`src/rtl/irq_capture_pkg.sv`:
```
// Shared widths, state encoding and vector type for the interrupt capture front end.
package irq_capture_pkg;

    localparam int unsigned N_IRQ = 8;
    localparam int unsigned IDX_W = 3;

    typedef enum logic {
        ST_IDLE,
        ST_HOLD
    } state_e;

    typedef logic [N_IRQ-1:0] irq_vec_t;

endpackage

```
`src/rtl/irq_capture_if.sv`:
```
// Request/acknowledge bundle between the capture block and its consumer.
interface irq_capture_if;
    import irq_capture_pkg::*;

    irq_vec_t             irq_in;
    irq_vec_t             mask_in;
    irq_vec_t             req_out;
    logic                 req_valid;
    logic                 svc_ack;
    logic [IDX_W-1:0]     svc_idx;
    logic                 ack_err;
    irq_vec_t             overrun;
    logic                 ovr_clr;

    modport slave (
        input  irq_in, mask_in, svc_ack, svc_idx, ovr_clr,
        output req_out, req_valid, ack_err, overrun
    );

    modport master (
        output irq_in, mask_in, svc_ack, svc_idx, ovr_clr,
        input  req_out, req_valid, ack_err, overrun
    );
endinterface

```
`src/rtl/irq_capture_edge_det.sv`:
```
// Event detection: rising-edge or level events from the request lines.
module irq_edge_det
    import irq_capture_pkg::*;
#(
    parameter bit EDGE_MODE = 1'b1
) (
    input  logic     clk,
    input  logic     rst_n,
    input  irq_vec_t irq_in,
    output irq_vec_t ev_c
);

    irq_vec_t prev_q;
    irq_vec_t prev_d;

    always_comb begin
        prev_d = irq_in;
        ev_c   = EDGE_MODE ? (irq_in & ~prev_q) : irq_in;
    end

    // Reset to zero so a line already high at reset release counts as an edge.
    always_ff @(posedge clk or negedge rst_n) begin
        if (!rst_n) prev_q <= '0;
        else        prev_q <= prev_d;
    end

endmodule

```
`src/rtl/irq_capture.sv`:
```
// Pending/overrun tracking and a frozen request snapshot held until acknowledged.
module irq_capture
    import irq_capture_pkg::*;
#(
    parameter bit EDGE_MODE = 1'b1
) (
    input  logic          clk,
    input  logic          rst_n,
    irq_capture_if.slave  bus
);

    irq_vec_t ev_c;
    irq_vec_t clr_c;
    irq_vec_t ovr_set_c;

    state_e   state_q,     state_d;
    irq_vec_t pend_q,      pend_d;
    irq_vec_t snap_q,      snap_d;
    irq_vec_t ovr_q,       ovr_d;
    irq_vec_t req_out_q,   req_out_d;
    logic     req_valid_q, req_valid_d;
    logic     ack_err_q,   ack_err_d;

    irq_edge_det #(.EDGE_MODE(EDGE_MODE)) u_edge_det (
        .clk    (clk),
        .rst_n  (rst_n),
        .irq_in (bus.irq_in),
        .ev_c   (ev_c)
    );

    // Next-state, snapshot, pending and overrun update.
    always_comb begin
        state_d     = state_q;
        snap_d      = snap_q;
        req_out_d   = req_out_q;
        req_valid_d = req_valid_q;
        ack_err_d   = 1'b0;
        clr_c       = '0;

        case (state_q)
            ST_IDLE: begin
                req_out_d   = '0;
                req_valid_d = 1'b0;
                if (|(pend_q & bus.mask_in)) begin
                    snap_d      = pend_q & bus.mask_in;
                    req_out_d   = pend_q & bus.mask_in;
                    req_valid_d = 1'b1;
                    state_d     = ST_HOLD;
                end
            end
            ST_HOLD: begin
                if (bus.svc_ack) begin
                    if (snap_q[bus.svc_idx]) begin
                        clr_c       = N_IRQ'(1) << bus.svc_idx;
                        req_out_d   = '0;
                        req_valid_d = 1'b0;
                        state_d     = ST_IDLE;
                    end else begin
                        ack_err_d = 1'b1;
                    end
                end
            end
            default: state_d = ST_IDLE;
        endcase

        // A new event on a bit wins over its clear in the same cycle.
        pend_d    = (pend_q & ~clr_c) | ev_c;
        ovr_set_c = EDGE_MODE ? (ev_c & pend_q & ~clr_c) : '0;
        ovr_d     = bus.ovr_clr ? '0 : (ovr_q | ovr_set_c);
    end

    always_ff @(posedge clk or negedge rst_n) begin
        if (!rst_n) begin
            state_q     <= ST_IDLE;
            pend_q      <= '0;
            snap_q      <= '0;
            ovr_q       <= '0;
            req_out_q   <= '0;
            req_valid_q <= 1'b0;
            ack_err_q   <= 1'b0;
        end else begin
            state_q     <= state_d;
            pend_q      <= pend_d;
            snap_q      <= snap_d;
            ovr_q       <= ovr_d;
            req_out_q   <= req_out_d;
            req_valid_q <= req_valid_d;
            ack_err_q   <= ack_err_d;
        end
    end

    assign bus.req_out   = req_out_q;
    assign bus.req_valid = req_valid_q;
    assign bus.ack_err   = ack_err_q;
    assign bus.overrun   = ovr_q;

endmodule
```
`src/flat_wrapper.sv`:
```
// flat-port wrapper written by rule: the top's interface ports become plain ports
module irq_capture_flat import irq_capture_pkg::*;
#(
    parameter bit EDGE_MODE = 1'b1
)
  (clk, rst_n, bus_irq_in, bus_mask_in, bus_svc_ack, bus_svc_idx, bus_ovr_clr, bus_req_out, bus_req_valid, bus_ack_err, bus_overrun);
  irq_capture_if bus_i ();
  input  logic clk;
  input  logic rst_n;
  input wire logic [$bits(bus_i.irq_in)-1:0] bus_irq_in;
  input wire logic [$bits(bus_i.mask_in)-1:0] bus_mask_in;
  input wire logic [$bits(bus_i.svc_ack)-1:0] bus_svc_ack;
  input wire logic [$bits(bus_i.svc_idx)-1:0] bus_svc_idx;
  input wire logic [$bits(bus_i.ovr_clr)-1:0] bus_ovr_clr;
  output wire logic [$bits(bus_i.req_out)-1:0] bus_req_out;
  output wire logic [$bits(bus_i.req_valid)-1:0] bus_req_valid;
  output wire logic [$bits(bus_i.ack_err)-1:0] bus_ack_err;
  output wire logic [$bits(bus_i.overrun)-1:0] bus_overrun;
  assign bus_i.irq_in = bus_irq_in;
  assign bus_i.mask_in = bus_mask_in;
  assign bus_i.svc_ack = bus_svc_ack;
  assign bus_i.svc_idx = bus_svc_idx;
  assign bus_i.ovr_clr = bus_ovr_clr;
  assign bus_req_out = bus_i.req_out;
  assign bus_req_valid = bus_i.req_valid;
  assign bus_ack_err = bus_i.ack_err;
  assign bus_overrun = bus_i.overrun;
  irq_capture #(.EDGE_MODE(EDGE_MODE)) u_core (.clk(clk), .rst_n(rst_n), .bus(bus_i));
endmodule
```
`config.mk`:
```
export PLATFORM = sky130hd
export DESIGN_NAME = irq_capture_flat
export DESIGN_NICKNAME = d
export VERILOG_FILES = /design/src/rtl/irq_capture_pkg.sv /design/src/rtl/irq_capture_if.sv /design/src/rtl/irq_capture_edge_det.sv /design/src/rtl/irq_capture.sv /design/src/flat_wrapper.sv
export SDC_FILE = /design/constraint.sdc
export NUM_CORES = 1
export LEC_CHECK = 0
export BUFFER_PORTS_ARGS = -buffer_cell sky130_fd_sc_hd__buf_2
export CORE_UTILIZATION = 47
export DETAILED_ROUTE_END_ITERATION = 8
export PLACE_DENSITY = 0.74
export SLEW_MARGIN = 20
export SYNTH_ARGS = -nofsm -noshare
export SYNTH_HDL_FRONTEND = slang
export SYNTH_SLANG_ARGS = --single-unit
```
`constraint.sdc`:
```
create_clock -name clk -period 1.3 [get_ports clk]
set_input_delay 0.26 -clock clk [delete_from_list [all_inputs] [get_ports clk]]
set_output_delay 0.26 -clock clk [all_outputs]
set_load 0.005 [all_outputs]
```
=== Word level (Yosys, flattened, before mapping) ===
Cells that the tools add are included.

* Output and inout bits: 18
* Logic and storage cells: 44
* Latch bits: 0
* Input bits: 23
* Memories: 0
* Memory bits (writable): 0
* Bits in registers: 43
* Memory bits (read-only): 0

* Shift operators: 1
* Add/sub/neg operators: 0
* Bitwise gates (word level): 10
* $mul: 0
* Reduce and logical (&&, ||, !) cells: 3
* Divide/modulo/power cells: 0
* Order comparisons: 1
* Eq/ne operators: 2
* Mux-type cells: 19

{| class="wikitable"
|+ Operator list
! cell !! count
|-
| 2-to-1 mux 8 bit || 7
|-
| bitwise AND 8 bit || 5
|-
| inverter 8 bit || 2
|-
| OR 8 bit || 2
|-
| one-hot mux 8 bit (2 select lines) || 1
|-
| 2-to-1 mux 1 bit || 8
|-
| OR reduction 8 bit || 1
|-
| << shifter 1 x 3 -> 8 bit, first input constant || 1
|-
| < comparator 3 x 4 -> 1 bit, second input constant || 1
|-
| != test 2 bit, second input constant || 2
|-
| one-hot mux 1 bit (2 select lines) || 2
|-
| AND reduction 2 bit || 2
|-
| binary-select mux 1 bit (select 3 bit) || 1
|-
| inverter 1 bit || 1
|}

=== Depth between registers and ports, before layout ===
* Depth after elaboration: 9
* Mapped depth: 6

=== Hierarchy ===
From an unflattened synthesis, not the netlist that was laid out.

* Cells, all modules: 165
* Area, all modules: 1896.8 um^2

{| class="wikitable"
|+ Modules (own cells, without submodules)
! module !! area an instance (um^2) !! cells an instance !! times used !! seq. area each (um^2)
|-
| irq_capture || 1586.5 || 149 || 1 || 875.8
|-
| irq_edge_det || 310.3 || 16 || 1 || 200.2
|}

=== Worst setup path before layout ===
OpenSTA, ideal clock, no wires.

* Path type: flip-flop to flip-flop
* Start: reg u_core.pend_q[3]
* End: reg u_core.req_valid_q, in the netlist u_core.bus.req_valid
* Slack: -0.106 ns
* Stages on the path, launching flop included: 5
* Arrival: 1.278 ns
* Path through: dfrtp_1 -> a22o_1 -> a221oi_1 -> a41oi_1 -> o21bai_1

* Longest elaborated chain between the ends: 4

{| class="wikitable"
|+ RTL lines
! element !! line !! source
|-
| start: declaration || irq_capture.sv:17 || <nowiki>irq_vec_t pend_q, pend_d;</nowiki>
|-
| start signal: assignment || irq_capture.sv:83 || <nowiki>pend_q <= pend_d;</nowiki>
|-
| bitwise AND 8 bit || irq_capture.sv:44 || <nowiki>if (|(pend_q & bus.mask_in)) begin</nowiki>
|-
| OR reduction 8 bit || irq_capture.sv:44 ||
|-
| 2-to-1 mux 1 bit || irq_capture.sv:44 ||
|-
| one-hot mux 1 bit (2 select lines) || irq_capture.sv:40 || <nowiki>case (state_q)</nowiki>
|-
| end signal: assignment || irq_capture.sv:87 || <nowiki>req_valid_q <= req_valid_d;</nowiki>
|-
| end: declaration || irq_capture.sv:21 || <nowiki>logic req_valid_q, req_valid_d;</nowiki>
|}

Every way passes these cells.
A chain may end at the register's enable or synchronous reset.

=== Final worst setup path ===
* Start: reg u_core.snap_q[1]
* End: reg u_core.ovr_q[2], in the netlist u_core.bus.overrun[2]

* Longest elaborated chain between the ends: 9

{| class="wikitable"
|+ RTL lines
! element !! line !! source
|-
| start: declaration || irq_capture.sv:18 || <nowiki>irq_vec_t snap_q, snap_d;</nowiki>
|-
| start signal: assignment || irq_capture.sv:84 || <nowiki>snap_q <= snap_d;</nowiki>
|-
| binary-select mux 1 bit (select 3 bit) || irq_capture.sv:53 || <nowiki>if (snap_q[bus.svc_idx]) begin</nowiki>
|-
| 2-to-1 mux 1 bit (not written as such) || irq_capture.sv:53 ||
|-
| 2-to-1 mux 8 bit || irq_capture.sv:53 ||
|-
| 2-to-1 mux 8 bit || irq_capture.sv:52 || <nowiki>if (bus.svc_ack) begin</nowiki>
|-
| 2-to-1 mux 8 bit || irq_capture.sv:40 ||
|-
| inverter 8 bit || irq_capture.sv:68 || <nowiki>ovr_set_c = EDGE_MODE ? (ev_c & pend_q & ~clr_c) : '0;</nowiki>
|-
| bitwise AND 8 bit || irq_capture.sv:68 ||
|-
| OR 8 bit || irq_capture.sv:69 || <nowiki>ovr_d = bus.ovr_clr ? '0 : (ovr_q | ovr_set_c);</nowiki>
|-
| 2-to-1 mux 8 bit || irq_capture.sv:69 ||
|-
| named net u_core.ovr_d[2] || irq_capture.sv:19 || <nowiki>irq_vec_t ovr_q, ovr_d;</nowiki>
|-
| end signal: assignment || irq_capture.sv:85 || <nowiki>ovr_q <= ovr_d;</nowiki>
|-
| end: declaration || irq_capture.sv:19 ||
|}

The timed path passes the listed nets, and every way through them passes these cells. The select of a mux whose other input is x is not followed.

==> results.toml <==
[pwr]
p_per_area_mw_per_mm2 = 1810
leakage_nw = 1.25
vdd_ir_drop_max_v = 0.00103
total_power_mw = 4.70

[worst_setup_path]
critical_path.max_fanout = 4
crit_family = "compound AO/OA/AOI/OAI gates"
rrSetupSlack_ps = -200
r2r-start = "u_core.snap_q[1]"
crit_cells = 5
crit_path_end = "u_core.bus.overrun[2]"
startpoint_type = "flip-flop"
crit_type = "flip-flop to flip-flop"
cp_num_buf_inv = 1
cp_slowest_stage_delay_ps = 400
path_cells = "mux2_4 -> a22oi_2 -> buf_4 -> o2111ai_2 -> a21oi_1"
critPathLaunch = "u_core.snap_q[1]"
r2r_cells = 5
cp.arrival_ps = 1720
r2r_end = "u_core.bus.overrun[2]"
worstSetupEndpointType = "flip-flop"
cp_slowest_cell = "dfrtp_1"
critPathRequiredTime_ps = 1520

[timing]
finalWorstSetupSlack_ps = -197
hold_viol_final = 0
fin_skew_ps = 5.69
setup_violations = 28
fmax_mhz = 668
finalCriticalPeriod_ps = 1500
slew_headroom_pct = 70.1
worst-slew-pin-transition_ps = 449
fin_crit_sh_pct = 115
rsz0062_at_grt = "true"
slew_viol_final = 0

[logic_synthesis]
synth-edff-count = 0
synthTopCellsByArea = "dfrtp_1 60%, inv_1 6.9%, o21ai_0 6.1%"
yosys-top-cells-count = "43 x dfrtp_1, 33 x inv_1, 22 x o21ai_0"
synth-seq-cells = 43
synth_warnings = 0
synthDistinctLibCells = 31
yosysTopAreaCellShare_pct = 60.1
netlist_instances = 174
synth.most_common_cell = "dfrtp_1"
yosysTopAreaCell = "dfrtp_1"
yosysSeqAreaShare_pct = 60.1
syn_nets = 197
synth_ff_type = "dfrtp_1"
syn_area_sq_mm = 0.00179
async_flop_share_pct = 100
syn-mean-instance-area_sq_um = 10.3

[grt]
grt_pass1_vias = 1453
grt_pass1_wl_mm = 6.76
grt_usage_pct = 22.4
antenna_found_initial = 0
grt_max_degree = 23
grt-ovfl-total = 0

[drt]
drt_wl_total_mm = 4.51
routedWlPerCell_um = 15.1
dr.pass1.iters = 4
drcViolationCount = 0
drtIter0Drc = 85
ant_nets = 0
vias_per_cell = 5.36
vias = 1598

[final_layout]
layout-drive-gt1-share_pct = 45.2
num-nets-final = 272
final_core_util_pct = 71.0
fin_cells = 298
antenna_cells = 0
fin_area_sq_mm = 0.00260
syn2layout_area_growth_pct = 45.0

[flow_run]
cap_violations = 0

[clock_network]
cts-root-buf = "clkbuf_8"
clockBufferDepth = 2
htreeDepth = 2
clock_sinks = 43
cts_tree = "built"
path_clk_slew_ps = 80
numCtsBuffers = 5
clk_latency_ps = 290

[floorplan]
num_io_pins = 41
initial_utilization_pct = 48.9
die_h_um = 63.7
num_rows = 22
dieArea_sq_mm = 0.00406
coreArea_sq_mm = 0.00366
die_x_um = 63.7

[outcome]
violations = "negative setup slack"
status = "complete, but fails checks"

[placement]
placedCellCount = 281
hpwl_mm = 3.02
io_buffers = 40
preCtsSetupSlack_ps = -289
routabilityCongestion = 0.840
post_dp_cell_area_sq_mm = 0.00223

[worst_hold_path]
hp-class = "input port to flip-flop"
flip-flops by register name, indices dropped and copies added, names as in the netlist:
name,count
u_core.bus.overrun,8
u_core.bus.req_out,8
u_core.pend_q,8
u_core.snap_q,8
u_core.u_edge_det.prev_q,8
u_core.bus.ack_err,1
u_core.bus.req_valid,1
u_core.state_q,1
per-stage QoR:
step | setup TNS [ps] | hold WS [ps]
2_1_floorplan | -22.9 | -35.6
3_3_place_gp | -3660 | 165
3_5_place_dp | -4910 | 177
4_1_cts | -2200 | 85.9
5_1_grt | -5510 | 95.3
6_report | -3620 | 106
layout by cell type, fill, tap and decap left out, drive strengths merged, types with 6 or more instances in the layout:
cell,count
buf,72
dfrtp,43
inv,33
o21ai,22
a21oi,17
nand2,12
o2111ai,8
nand3,6
nor2,6
clkbuf,6
worst reg2reg max path: cells and delay by family (launching register included):
kind | cells | cell delay [ps]
buffers and inverters | 1 | 200
DFF | 1 | 400
muxes | 1 | 280
AOI/OAI and AO/OA | 3 | 550
cell families after synthesis:
group           Yosys count  share of synthesized area [%]
compound gates           58                           20.4
buf+inv                  39                           9.15
flops                    43                           60.1
mux                       4                           2.58
simple gates             30                           7.82
final cells by class:
type	count	area, sq um
Clock buffer	6	72.6
Clock inverter	2	60.1
Fill cell	256	1060
Inverter	33	124
Multi-Input combinational cell	93	732
Sequential cell	43	1080
Tap cell	48	60.1
Timing Repair Buffer	73	474
per-layer routing:
layer | part of all wire (%) | GRT usage, % | vias up | routed length, um
met4 | 2.8 | 8.24 | 0 | 128
met2 | 50 | 36.2 | 51 | 2270
met5 | 0 | 0 | - | 0
li1 | - | - | 749 | -
met3 | 5.3 | 6.61 | 14 | 239
met1 | 41 | 28.5 | 784 | 1870
worst min-delay path by stage:
stage	start	end	slack [ps]	cells past startpoint
final	bus_irq_in[6]	u_core.u_edge_det.prev_q[6]	110	1
after global routing	bus_irq_in[6]	u_core.u_edge_det.prev_q[6]	100	1
after CTS	bus_irq_in[6]	u_core.u_edge_det.prev_q[6]	90	1
after global placement	rst_n	u_core.u_edge_det.prev_q[5]	170	1
after floorplan	rst_n	u_core.bus.ack_err	-40	0
after detailed placement	rst_n	u_core.bus.overrun[6]	180	1
power by group:
part           leakage, nW  internal [mW]  total (mW)  switching [mW]
Combinational        0.677          0.799        1.63           0.832
Sequential           0.509           1.66        1.85           0.197
Clock               0.0654          0.767        1.21           0.442
Total                 1.25           3.22        4.70            1.47
what timing repair did:
action / in CTS / in global routing
pin swaps: 10 / 16
setup endpoints to repair: 27 / 32
gates resized for setup: 21 / 31
cloned: 1 / 1
hold buffers: 1 / 0
setup buffers: 2 / 4
endpoints found under the hold margin: 11 / 0
(Power assumes the default switching activity.)
